### src/rtl/axis_count_gen.sv
// AXI-Stream counting-pattern source: framed up/down count sequences with
// programmable start, step, frame length and frame count, fully registered outputs.
module axis_count_gen #(
    parameter int unsigned DATA_W = 32,
    parameter int unsigned LEN_W  = 16,
    parameter int unsigned FRM_W  = 16
) (
    input  logic              counter_clk,
    input  logic              reset,
    input  logic              start,
    input  logic              stop,
    input  logic              mode,
    input  logic [DATA_W-1:0] count_start,
    input  logic [DATA_W-1:0] count_step,
    input  logic [LEN_W-1:0]  frame_len,
    input  logic [FRM_W-1:0]  num_frames,
    output logic [DATA_W-1:0] m_axis_tdata,
    output logic              m_axis_tvalid,
    input  logic              m_axis_tready,
    output logic              m_axis_tlast,
    output logic              busy,
    output logic              done,
    output logic [FRM_W-1:0]  frame_cnt
);

    typedef enum logic [1:0] {IDLE, RUN, FIN} state_t;

    state_t            state;
    logic              mode_r;
    logic [DATA_W-1:0] start_r;
    logic [DATA_W-1:0] step_r;
    logic [LEN_W-1:0]  len_m1_r;
    logic [FRM_W-1:0]  nfrm_r;
    logic [LEN_W-1:0]  beat_idx;
    logic              stop_pend;

    logic [LEN_W-1:0]  len_m1_in;
    logic [LEN_W-1:0]  beat_next;
    logic [FRM_W-1:0]  frm_next;
    logic              last_frame;

    // A zero frame length behaves as a single-beat frame.
    assign len_m1_in  = (frame_len == '0) ? '0 : frame_len - LEN_W'(1);
    assign beat_next  = beat_idx + LEN_W'(1);
    assign frm_next   = frame_cnt + FRM_W'(1);
    assign last_frame = ((nfrm_r != '0) && (frm_next == nfrm_r)) || stop_pend || stop;

    always_ff @(posedge counter_clk or posedge reset) begin
        if (reset) begin
            state         <= IDLE;
            mode_r        <= 1'b0;
            start_r       <= '0;
            step_r        <= '0;
            len_m1_r      <= '0;
            nfrm_r        <= '0;
            beat_idx      <= '0;
            stop_pend     <= 1'b0;
            m_axis_tdata  <= '0;
            m_axis_tvalid <= 1'b0;
            m_axis_tlast  <= 1'b0;
            busy          <= 1'b0;
            done          <= 1'b0;
            frame_cnt     <= '0;
        end else begin
            case (state)
                IDLE: begin
                    done <= 1'b0;
                    if (start) begin
                        state         <= RUN;
                        mode_r        <= mode;
                        start_r       <= count_start;
                        step_r        <= count_step;
                        len_m1_r      <= len_m1_in;
                        nfrm_r        <= num_frames;
                        beat_idx      <= '0;
                        stop_pend     <= 1'b0;
                        m_axis_tdata  <= count_start;
                        m_axis_tvalid <= 1'b1;
                        m_axis_tlast  <= (len_m1_in == '0);
                        busy          <= 1'b1;
                        frame_cnt     <= '0;
                    end
                end
                RUN: begin
                    if (stop)
                        stop_pend <= 1'b1;
                    if (m_axis_tready) begin
                        if (m_axis_tlast) begin
                            frame_cnt    <= frm_next;
                            beat_idx     <= '0;
                            m_axis_tdata <= start_r;
                            if (last_frame) begin
                                state         <= FIN;
                                m_axis_tvalid <= 1'b0;
                                m_axis_tlast  <= 1'b0;
                                done          <= 1'b1;
                            end else begin
                                m_axis_tlast <= (len_m1_r == '0);
                            end
                        end else begin
                            beat_idx     <= beat_next;
                            m_axis_tdata <= mode_r ? m_axis_tdata - step_r
                                                   : m_axis_tdata + step_r;
                            m_axis_tlast <= (beat_next == len_m1_r);
                        end
                    end
                end
                FIN: begin
                    state     <= IDLE;
                    done      <= 1'b0;
                    busy      <= 1'b0;
                    stop_pend <= 1'b0;
                end
                default: state <= IDLE;
            endcase
        end
    end

endmodule

### config.mk
export PLATFORM = sky130hd
export DESIGN_NAME = axis_count_gen
export DESIGN_NICKNAME = d
export VERILOG_FILES = /design/src/rtl/axis_count_gen.sv
export SDC_FILE = /design/constraint.sdc
export NUM_CORES = 1
export LEC_CHECK = 0
export BUFFER_PORTS_ARGS = -buffer_cell sky130_fd_sc_hd__buf_2
export CAP_MARGIN = 10
export CORE_AREA = 3 3 252 180
export CTS_CLUSTER_DIAMETER = 100
export CTS_CLUSTER_SIZE = 12
export DETAILED_ROUTE_END_ITERATION = 10
export DIE_AREA = 0 0 255 183
export GPL_TIMING_DRIVEN = 0
export PLACE_DENSITY = 0.41
export SYNTH_ARGS = -nofsm -noshare
export SYNTH_HDL_FRONTEND = slang
export SYNTH_SLANG_ARGS = --single-unit
### constraint.sdc
create_clock -name counter_clk -period 10.2 [get_ports counter_clk]
set_clock_uncertainty 0.05 [all_clocks]
set_input_delay 3.06 -clock counter_clk [delete_from_list [all_inputs] [get_ports counter_clk]]
set_output_delay 3.06 -clock counter_clk [all_outputs]
set_load 0.02 [all_outputs]
==> impl_results.html, run 1 <==
<table>
<tr><th>Metric</th><th>Value</th></tr>
<tr><th colspan="2">CTS</th></tr>
<tr><td>Clock buffers created by TritonCTS</td><td>17</td></tr>
<tr><td>TritonCTS clock tree</td><td>done</td></tr>
<tr><td>Buffer levels on the longest clock path</td><td>2</td></tr>
<tr><td>H-tree level count</td><td>4</td></tr>
<tr><td>Post-CTS Hold Buffers</td><td>0</td></tr>
<tr><td>Clock Pin Slew Worst Setup and Hold Paths</td><td>0.07 ns</td></tr>
<tr><td>Number of setup buffers added after CTS</td><td>0</td></tr>
<tr><td>Clock latency of the later-clocked register in the worst-skew pair</td><td>0.46 ns</td></tr>
<tr><td>Clk root buf</td><td>sky130_fd_sc_hd__clkbuf_16</td></tr>
<tr><td>Clk sinks</td><td>168</td></tr>
<tr><td>Number of cells upsized or downsized after cts</td><td>0</td></tr>
<tr><th colspan="2">Worst setup path</th></tr>
<tr><td>Kind of critical path</td><td>in -&gt; reg</td></tr>
<tr><td>Kind of capture point of the worst setup path</td><td>flop</td></tr>
<tr><td>Crit path arrival time</td><td>5.64 ns</td></tr>
<tr><td>Worst endpoint required time</td><td>10.52 ns</td></tr>
<tr><td>Crit path launch type</td><td>input port</td></tr>
<tr><td>Top fanout value on the critical path</td><td>6</td></tr>
<tr><th colspan="2">Power</th></tr>
<tr><td>Leakage power total</td><td>5.824 nW</td></tr>
<tr><td>Comb pwr share</td><td>61.3%</td></tr>
<tr><td>Switch Pwr</td><td>2.607 mW</td></tr>
<tr><td>Power Internal</td><td>2.521 mW</td></tr>
<tr><td>Proportion of power drawn by the clock network</td><td>14.0%</td></tr>
<tr><td>Pwr dens</td><td>398.3 nW/um2</td></tr>
<tr><td>Fraction of power spent switching nets</td><td>50.84%</td></tr>
<tr><td>Flop pwr share</td><td>24.6%</td></tr>
<tr><td>Worst ir drop on vdd</td><td>131.2 uV</td></tr>
<tr><th colspan="2">Timing</th></tr>
<tr><td>Number of setup violations in the final report</td><td>0</td></tr>
<tr><td>Final worst path period share</td><td>52.16%</td></tr>
<tr><td>RSZ-0062 raised after global routing</td><td>no</td></tr>
<tr><td>Max-slew headroom</td><td>29.33%</td></tr>
<tr><td>Worst-Margin Slew</td><td>1.056 ns</td></tr>
<tr><td>Total count of hold-check failures in the final report</td><td>0</td></tr>
<tr><td>Worst path setup slack after routing</td><td>4.880 ns</td></tr>
<tr><td>Clock period minus worst slack</td><td>5.320 ns</td></tr>
<tr><td>F_max</td><td>188.0 MHz</td></tr>
<tr><td>Fin. max-slew vios</td><td>0</td></tr>
<tr><th colspan="2">Yosys</th></tr>
<tr><td>Average footprint of a synthesized cell</td><td>7.961 um2</td></tr>
<tr><td>Number of flip-flops and latches in the synthesized netlist</td><td>168</td></tr>
<tr><td>Part of the Yosys area used for sequential elements</td><td>39.06%</td></tr>
<tr><td>Syn Inst Count</td><td>1352</td></tr>
<tr><td>Post-synthesis cell area</td><td>10760 um2</td></tr>
<tr><td>Async S/R FF share, synth</td><td>100.0%</td></tr>
<tr><td>Net count after synthesis</td><td>1490</td></tr>
<tr><td>Top flip-flop cell by instance count after synthesis</td><td>sky130_fd_sc_hd__dfrtp_1</td></tr>
<tr><td>Cell variety after synth</td><td>69</td></tr>
<tr><td>Post-synth EDFFs</td><td>0</td></tr>
<tr><td>Ys Warns</td><td>0</td></tr>
<tr><th colspan="2">Job</th></tr>
<tr><td>Max capacitance violation total</td><td>0</td></tr>
<tr><th colspan="2">Global route</th></tr>
<tr><td>First-pass GRT wire length</td><td>62.56 mm</td></tr>
<tr><td>Remaining global-route overflow</td><td>0</td></tr>
<tr><td>Maximum number of pins on one net before global-route repair</td><td>96</td></tr>
<tr><td>Initial antenna violation count</td><td>1</td></tr>
<tr><td>Vias in the first global route</td><td>9789</td></tr>
<tr><td>Overall track demand over capacity in global routing</td><td>17.89%</td></tr>
<tr><th colspan="2">Finish</th></tr>
<tr><td>Area overhead of the layout relative to synthesis</td><td>19.63%</td></tr>
<tr><td>Final core utilization</td><td>29.78%</td></tr>
<tr><td>Total number of nets in the final design</td><td>1662</td></tr>
<tr><td>Leading cell types in the layout, fill and taps excluded</td><td>361 x sky130_fd_sc_hd__nand2_1, 168 x sky130_fd_sc_hd__dfrtp_1, 157 x sky130_fd_sc_hd__buf_2, 115 x sky130_fd_sc_hd__o21ai_0, 88 x sky130_fd_sc_hd__nor2_1</td></tr>
<tr><td>Number of filler instances in the final layout</td><td>4702</td></tr>
<tr><td>Share of layout cells above drive strength 1</td><td>13.36%</td></tr>
<tr><td>Most frequent standard cell in the layout excluding fill and tap cells</td><td>sky130_fd_sc_hd__nand2_1</td></tr>
<tr><td>Antenna diode instance count</td><td>0</td></tr>
<tr><th colspan="2">Placement</th></tr>
<tr><td>Pre-CTS WS</td><td>4.374 ns</td></tr>
<tr><td>GPL Wtd Cong</td><td>0.8530</td></tr>
<tr><td>Count of buffers from port buffering</td><td>152</td></tr>
<tr><td>Final HPWL DP</td><td>31.45 mm</td></tr>
<tr><th colspan="2">Route</th></tr>
<tr><td>Final WL</td><td>41.37 mm</td></tr>
<tr><td>Final antenna-violating net count</td><td>0</td></tr>
<tr><td>Via density per instance</td><td>4.912</td></tr>
<tr><td>Met1 routed wirelength after detailed routing</td><td>21.12 mm</td></tr>
<tr><td>Routed wl met3</td><td>1.850 mm</td></tr>
<tr><td>Violation count after the first detailed-routing iteration</td><td>724</td></tr>
<tr><td>Detailed-route via count</td><td>10300</td></tr>
<tr><td>Post-detailed-route wirelength per cell</td><td>19.74 um</td></tr>
<tr><td>DRT Pass-1 Iters</td><td>5</td></tr>
<tr><td>DRC violations left</td><td>0</td></tr>
<tr><td>Met2 WL post-DR</td><td>17.86 mm</td></tr>
<tr><td>Highest metal used</td><td>met5</td></tr>
<tr><th colspan="2">Floorplan</th></tr>
<tr><td>Die X</td><td>255 um</td></tr>
<tr><td>I/O pin total</td><td>154</td></tr>
<tr><td>Vertical die dimension</td><td>183 um</td></tr>
<tr><td>Area of the placeable core</td><td>43240 um2</td></tr>
<tr><td>Effective utilization at floorplan</td><td>24.89%</td></tr>
<tr><td>Site row count</td><td>64</td></tr>
<tr><td>Die area</td><td>46670 um2</td></tr>
<tr><th colspan="2">Status</th></tr>
<tr><td>Status</td><td>completed</td></tr>
<tr><th colspan="2">Min path</th></tr>
<tr><td>Kind of path behind the tightest hold check</td><td>reg -&gt; reg</td></tr>
</table>
[logic make-up (layout without fill, tap and decap cells)]
| family | after synthesis | after routing | share of synthesized area [%] |
|---|---|---|---|
| xor+xnor | 104 | 104 | 8.463 |
| buf+inv | 97 | 280 | 3.616 |
| flops | 168 | 168 | 39.06 |
| simple gates | 620 | 620 | 25.73 |
| mux | 9 | 9 | 0.8370 |
| compound gates | 318 | 318 | 18.04 |
| fa+ha+maj | 36 | 36 | 4.255 |
[cells in the mapped netlist (5+ instances only)]
| cell | number | area, um2 |
|---|---|---|
| sky130_fd_sc_hd__a21oi_1 | 75 | 375.4 |
| sky130_fd_sc_hd__nand2_1 | 361 | 1355 |
| sky130_fd_sc_hd__nor3_1 | 34 | 170.2 |
| sky130_fd_sc_hd__o21ai_0 | 115 | 575.6 |
| sky130_fd_sc_hd__o211ai_1 | 14 | 105.1 |
| sky130_fd_sc_hd__nor2b_1 | 5 | 31.28 |
| sky130_fd_sc_hd__mux2i_1 | 9 | 90.09 |
| sky130_fd_sc_hd__clkbuf_1 | 50 | 187.7 |
| sky130_fd_sc_hd__nand3_1 | 36 | 180.2 |
| sky130_fd_sc_hd__and3_1 | 13 | 81.33 |
| sky130_fd_sc_hd__buf_2 | 5 | 25.02 |
| sky130_fd_sc_hd__xnor2_1 | 69 | 604.3 |
| sky130_fd_sc_hd__nor2_1 | 88 | 330.3 |
| sky130_fd_sc_hd__and2_1 | 7 | 43.79 |
| sky130_fd_sc_hd__or3_1 | 8 | 50.05 |
| sky130_fd_sc_hd__xor2_1 | 35 | 306.5 |
| sky130_fd_sc_hd__or4_1 | 6 | 45.04 |
| sky130_fd_sc_hd__o31ai_1 | 25 | 187.7 |
| sky130_fd_sc_hd__ha_1 | 35 | 437.9 |
| sky130_fd_sc_hd__a21o_1 | 13 | 97.59 |
| sky130_fd_sc_hd__nand4_1 | 14 | 87.58 |
| sky130_fd_sc_hd__buf_1 | 7 | 26.28 |
| sky130_fd_sc_hd__o22ai_1 | 5 | 31.28 |
| sky130_fd_sc_hd__nor4_1 | 18 | 112.6 |
| sky130_fd_sc_hd__a31oi_1 | 17 | 106.4 |
| sky130_fd_sc_hd__dfrtp_1 | 168 | 4204 |
| sky130_fd_sc_hd__inv_1 | 32 | 120.1 |
[worst max-delay path: stages]
cell                      delay [ns]
sky130_fd_sc_hd__buf_2          0.13
sky130_fd_sc_hd__or4_4          0.56
sky130_fd_sc_hd__or3_4          0.36
sky130_fd_sc_hd__or3_4          0.39
sky130_fd_sc_hd__or3_4          0.36
sky130_fd_sc_hd__nor3_4         0.13
sky130_fd_sc_hd__mux2i_1        0.30
sky130_fd_sc_hd__nand2_1        0.14
sky130_fd_sc_hd__a41oi_1        0.22
[power by group through the flow]
stage          Clock [mW]  Sequential (mW)  Combinational (mW)
4_1_cts             0.739             1.26                3.15
2_1_floorplan           0             1.25                2.13
3_3_place_gp            0             1.27                3.13
3_5_place_dp            0             1.27                3.14
5_1_grt             0.767             1.31                3.52
6_report            0.720             1.26                3.14
[metrics by stage]
step	instance area (um2)	TNS, ns	power, mW	hold WS, ns	instances
after floorplan	10760	0	3.378	0.3879	1352
after global placement	12230	-50.48	4.397	0.4014	2065
after detailed placement	12260	0	4.417	0.4078	2066
after CTS	12880	0	5.157	0.4254	2096
after global routing	12880	0	5.591	0.4474	2096
final	12880	0	5.129	0.4196	2096
[flip-flops by register name, summed over array words and instances, names as in the netlist]
| register | cells |
|---|---|
| start_r | 32 |
| m_axis_tlast | 1 |
| done | 1 |
| busy | 1 |
| m_axis_tdata | 32 |
| stop_pend | 1 |
| step_r | 32 |
| state | 2 |
| beat_idx | 16 |
| frame_cnt | 16 |
| nfrm_r | 16 |
| m_axis_tvalid | 1 |
| mode_r | 1 |
| len_m1_r | 16 |
[worst paths after layout]
path / from / end / slack, ns / depth (start not counted)
worst min register to register: start_r[24] / start_r[24] / 0.42 / 2
min in group asynchronous: reset / m_axis_tvalid / 2.63 / 2
worst max-delay path: frame_len[6] / m_axis_tlast / 4.88 / 9
worst min-delay path: start_r[24] / start_r[24] / 0.42 / 2
worst max register to register: step_r[0] / m_axis_tdata[29] / 5.24 / 19
max in group asynchronous: reset / step_r[6] / 6.56 / 3
[final cells by class]
| type | instances | area, um2 | area share, % |
|---|---|---|---|
| inverter | 32 | 127.6 | 0.9912 |
| clock buffer | 20 | 446.7 | 3.469 |
| clock inverter | 10 | 168.9 | 1.312 |
| tap | 561 | 701.9 | 5.451 |
| buffer | 65 | 269.0 | 2.089 |
| multi-input combinational | 1087 | 6170 | 47.92 |
| timing repair buffer | 153 | 788.3 | 6.122 |
| sequential | 168 | 4204 | 32.65 |
[per-layer routing]
metal | up-vias | GRT usage (%)
li1 | 5058 | -
met1 | 4951 | 26.79
met2 | 253 | 26.78
met3 | 31 | 3.062
met4 | 2 | 3.987
met5 | - | 0
No activity file was read; power rests on OpenSTA's default activity.
==> inputs of run 2 (changes only) <==
clock period = 5.25 ns   (was 10.2 ns; I/O delays follow)
==> impl_results.html, run 2 (synthesized netlist as in run 1, its figures left out) <==
<table>
<tr><th>Metric</th><th>Value</th></tr>
<tr><th colspan="2">Finish</th></tr>
<tr><td>Share of layout cells above drive strength 1</td><td>13.82%</td></tr>
<tr><td>Register cell area after layout</td><td>4204 um2</td></tr>
<tr><td>Leading cell types in the layout, fill and taps excluded</td><td>361 x sky130_fd_sc_hd__nand2_1, 168 x sky130_fd_sc_hd__dfrtp_1, 157 x sky130_fd_sc_hd__buf_2, 114 x sky130_fd_sc_hd__o21ai_0, 88 x sky130_fd_sc_hd__nor2_1</td></tr>
<tr><td>Combined area of the multi-input logic cells</td><td>6177 um2</td></tr>
<tr><td>Number of filler instances in the final layout</td><td>4680</td></tr>
<tr><td>Count of non-filler cells in the finished layout</td><td>2102</td></tr>
<tr><td>Total number of nets in the final design</td><td>1666</td></tr>
<tr><td>Final core utilization</td><td>30.00%</td></tr>
<tr><td>Most frequent standard cell in the layout excluding fill and tap cells</td><td>sky130_fd_sc_hd__nand2_1</td></tr>
<tr><td>Final instance area</td><td>12970 um2</td></tr>
<tr><td>Biggest registers after layout</td><td>m_axis_tdata x32, start_r x32, step_r x32</td></tr>
<tr><td>Area overhead of the layout relative to synthesis</td><td>20.52%</td></tr>
<tr><td>Antenna diode instance count</td><td>0</td></tr>
<tr><th colspan="2">Power</th></tr>
<tr><td>Fraction of power spent switching nets</td><td>50.99%</td></tr>
<tr><td>Power Internal</td><td>4.913 mW</td></tr>
<tr><td>Leakage power total</td><td>5.864 nW</td></tr>
<tr><td>Worst ir drop on vdd</td><td>326.9 uV</td></tr>
<tr><td>Switch Pwr</td><td>5.112 mW</td></tr>
<tr><td>Comb pwr share</td><td>61.3%</td></tr>
<tr><td>Proportion of power drawn by the clock network</td><td>14.2%</td></tr>
<tr><td>PnR Total Power</td><td>10.03 mW</td></tr>
<tr><td>Pwr dens</td><td>772.9 nW/um2</td></tr>
<tr><td>Flop pwr share</td><td>24.5%</td></tr>
<tr><th colspan="2">Timing</th></tr>
<tr><td>Final worst path period share</td><td>90.11%</td></tr>
<tr><td>Clock period minus worst slack</td><td>4.731 ns</td></tr>
<tr><td>Total count of hold-check failures in the final report</td><td>0</td></tr>
<tr><td>Max-slew headroom</td><td>25.80%</td></tr>
<tr><td>Final TNS setup</td><td>0 ns</td></tr>
<tr><td>Worst-Margin Slew</td><td>1.113 ns</td></tr>
<tr><td>Number of setup violations in the final report</td><td>0</td></tr>
<tr><td>RSZ-0062 raised after global routing</td><td>no</td></tr>
<tr><td>Fin. max-slew vios</td><td>0</td></tr>
<tr><td>F_max</td><td>211.4 MHz</td></tr>
<tr><th colspan="2">Job</th></tr>
<tr><td>Max capacitance violation total</td><td>0</td></tr>
<tr><th colspan="2">CTS</th></tr>
<tr><td>H-tree level count</td><td>4</td></tr>
<tr><td>Clock Pin Slew Worst Setup and Hold Paths</td><td>0.07 ns</td></tr>
<tr><td>Clk root buf</td><td>sky130_fd_sc_hd__clkbuf_16</td></tr>
<tr><td>Post-CTS Hold Buffers</td><td>0</td></tr>
<tr><td>TritonCTS clock tree</td><td>done</td></tr>
<tr><td>Clock buffers created by TritonCTS</td><td>17</td></tr>
<tr><td>Buffer levels on the longest clock path</td><td>2</td></tr>
<tr><td>Number of cells upsized or downsized after cts</td><td>0</td></tr>
<tr><td>Number of setup buffers added after CTS</td><td>0</td></tr>
<tr><td>Clk sinks</td><td>168</td></tr>
<tr><td>Clock latency of the later-clocked register in the worst-skew pair</td><td>0.45 ns</td></tr>
<tr><th colspan="2">Worst setup path</th></tr>
<tr><td>Crit path arrival time</td><td>5.06 ns</td></tr>
<tr><td>Crit path launch type</td><td>flop</td></tr>
<tr><td>Top fanout value on the critical path</td><td>7</td></tr>
<tr><td>Master of the slowest instance on the critical path</td><td>sky130_fd_sc_hd__a2111oi_1</td></tr>
<tr><td>Max incr delay on CP</td><td>0.50 ns</td></tr>
<tr><td>Kind of capture point of the worst setup path</td><td>flop</td></tr>
<tr><td>Kind of critical path</td><td>reg -&gt; reg</td></tr>
<tr><td>Critical-path cell list</td><td>inv_1 -&gt; ha_1 -&gt; nand2_1 -&gt; nor4_1 -&gt; nand2_1 -&gt; nor4_2 -&gt; and2_1 -&gt; a21oi_1 -&gt; xnor2_1 -&gt; ha_1 -&gt; a21oi_1 -&gt; o21ai_0 -&gt; a2111oi_1 -&gt; o21ai_0 -&gt; o211ai_1 -&gt; a21boi_0 -&gt; o21ai_1 -&gt; nand2_1 -&gt; o21ai_0</td></tr>
<tr><td>Family with the most delay on the worst path</td><td>compound AO/OA/AOI/OAI gates</td></tr>
<tr><td>Buffer and inverter count on the worst path</td><td>1</td></tr>
<tr><td>Worst endpoint required time</td><td>5.58 ns</td></tr>
<tr><th colspan="2">Floorplan</th></tr>
<tr><td>Vertical die dimension</td><td>183 um</td></tr>
<tr><td>Die X</td><td>255 um</td></tr>
<tr><td>I/O pin total</td><td>154</td></tr>
<tr><td>Site row count</td><td>64</td></tr>
<tr><td>Area of the placeable core</td><td>43240 um2</td></tr>
<tr><td>Die area</td><td>46670 um2</td></tr>
<tr><td>Effective utilization at floorplan</td><td>24.89%</td></tr>
<tr><th colspan="2">Route</th></tr>
<tr><td>DRC violations left</td><td>0</td></tr>
<tr><td>Detailed-route via count</td><td>10250</td></tr>
<tr><td>Final antenna-violating net count</td><td>0</td></tr>
<tr><td>Via density per instance</td><td>4.874</td></tr>
<tr><td>Violation count after the first detailed-routing iteration</td><td>756</td></tr>
<tr><td>DRT Pass-1 Iters</td><td>7</td></tr>
<tr><td>Post-detailed-route wirelength per cell</td><td>19.82 um</td></tr>
<tr><td>Final WL</td><td>41.66 mm</td></tr>
<tr><th colspan="2">Status</th></tr>
<tr><td>Status</td><td>completed</td></tr>
<tr><th colspan="2">Placement</th></tr>
<tr><td>Number of cells after detailed placement</td><td>2070</td></tr>
<tr><td>Final HPWL DP</td><td>31.93 mm</td></tr>
<tr><td>Placed Instance Area</td><td>12330 um2</td></tr>
<tr><td>Count of buffers from port buffering</td><td>152</td></tr>
<tr><td>GPL Wtd Cong</td><td>0.8555</td></tr>
<tr><th colspan="2">Min path</th></tr>
<tr><td>Kind of path behind the tightest hold check</td><td>reg -&gt; reg</td></tr>
<tr><th colspan="2">Global route</th></tr>
<tr><td>Overall track demand over capacity in global routing</td><td>18.11%</td></tr>
<tr><td>First-pass GRT wire length</td><td>63.37 mm</td></tr>
<tr><td>Initial antenna violation count</td><td>1</td></tr>
<tr><td>Vias in the first global route</td><td>9959</td></tr>
<tr><td>Maximum number of pins on one net before global-route repair</td><td>37</td></tr>
<tr><td>Remaining global-route overflow</td><td>0</td></tr>
</table>
## run 2: path summary, 6_finish.rpt
check                       startpoint          endpoint  slack [ns]  cells past startpoint
min in group asynchronous        reset       beat_idx[6]        1.00                      2
max reg2reg                  step_r[0]  m_axis_tdata[29]        0.52                     19
min reg2reg                start_r[24]       start_r[24]        0.43                      2
max                          step_r[0]  m_axis_tdata[29]        0.52                     19
max in group asynchronous        reset        step_r[13]        3.15                      5
min                        start_r[24]       start_r[24]        0.43                      2
## run 2: layout make-up
type | instances | share of cell area (%)
timing repair buffer | 157 | 6.636
clock inverter | 13 | 1.476
clock buffer | 19 | 3.415
multi-input combinational | 1087 | 47.62
buffer | 65 | 2.074
sequential | 168 | 32.41
tap | 561 | 5.411
inverter | 32 | 0.9550
## run 2: per-layer routing
metal	part of all wire, %	vias up	track usage, %
met2	43	226	27.11
met4	1.4	0	4.375
met1	51	4918	27.13
li1	-	5076	-
met5	0	-	0
met3	4.5	26	2.878
## run 2: power groups by stage
stage | sequential (mW) | clock, mW | combinational [mW]
floorplan | 2.42 | 0 | 4.14
detailed placement | 2.47 | 0 | 6.11
global placement | 2.47 | 0 | 6.07
finish | 2.45 | 1.42 | 6.15
CTS | 2.46 | 1.46 | 6.14
global route | 2.53 | 1.51 | 6.89
## run 2: metrics by stage
step           setup slack, ns  hold WS, ns
3_3_place_gp          -0.05534       0.4013
2_1_floorplan            1.304       0.3879
3_5_place_dp            0.2096       0.4063
5_1_grt                0.05042       0.4536
4_1_cts                 0.1825       0.4239
6_report                0.5191       0.4280
## run 2: tightest hold or removal path, delay by kind of cell, from the launching register on
family,cells,cell delay (ns)
DFF,1,0.34
and+or+nand+nor,2,0.10
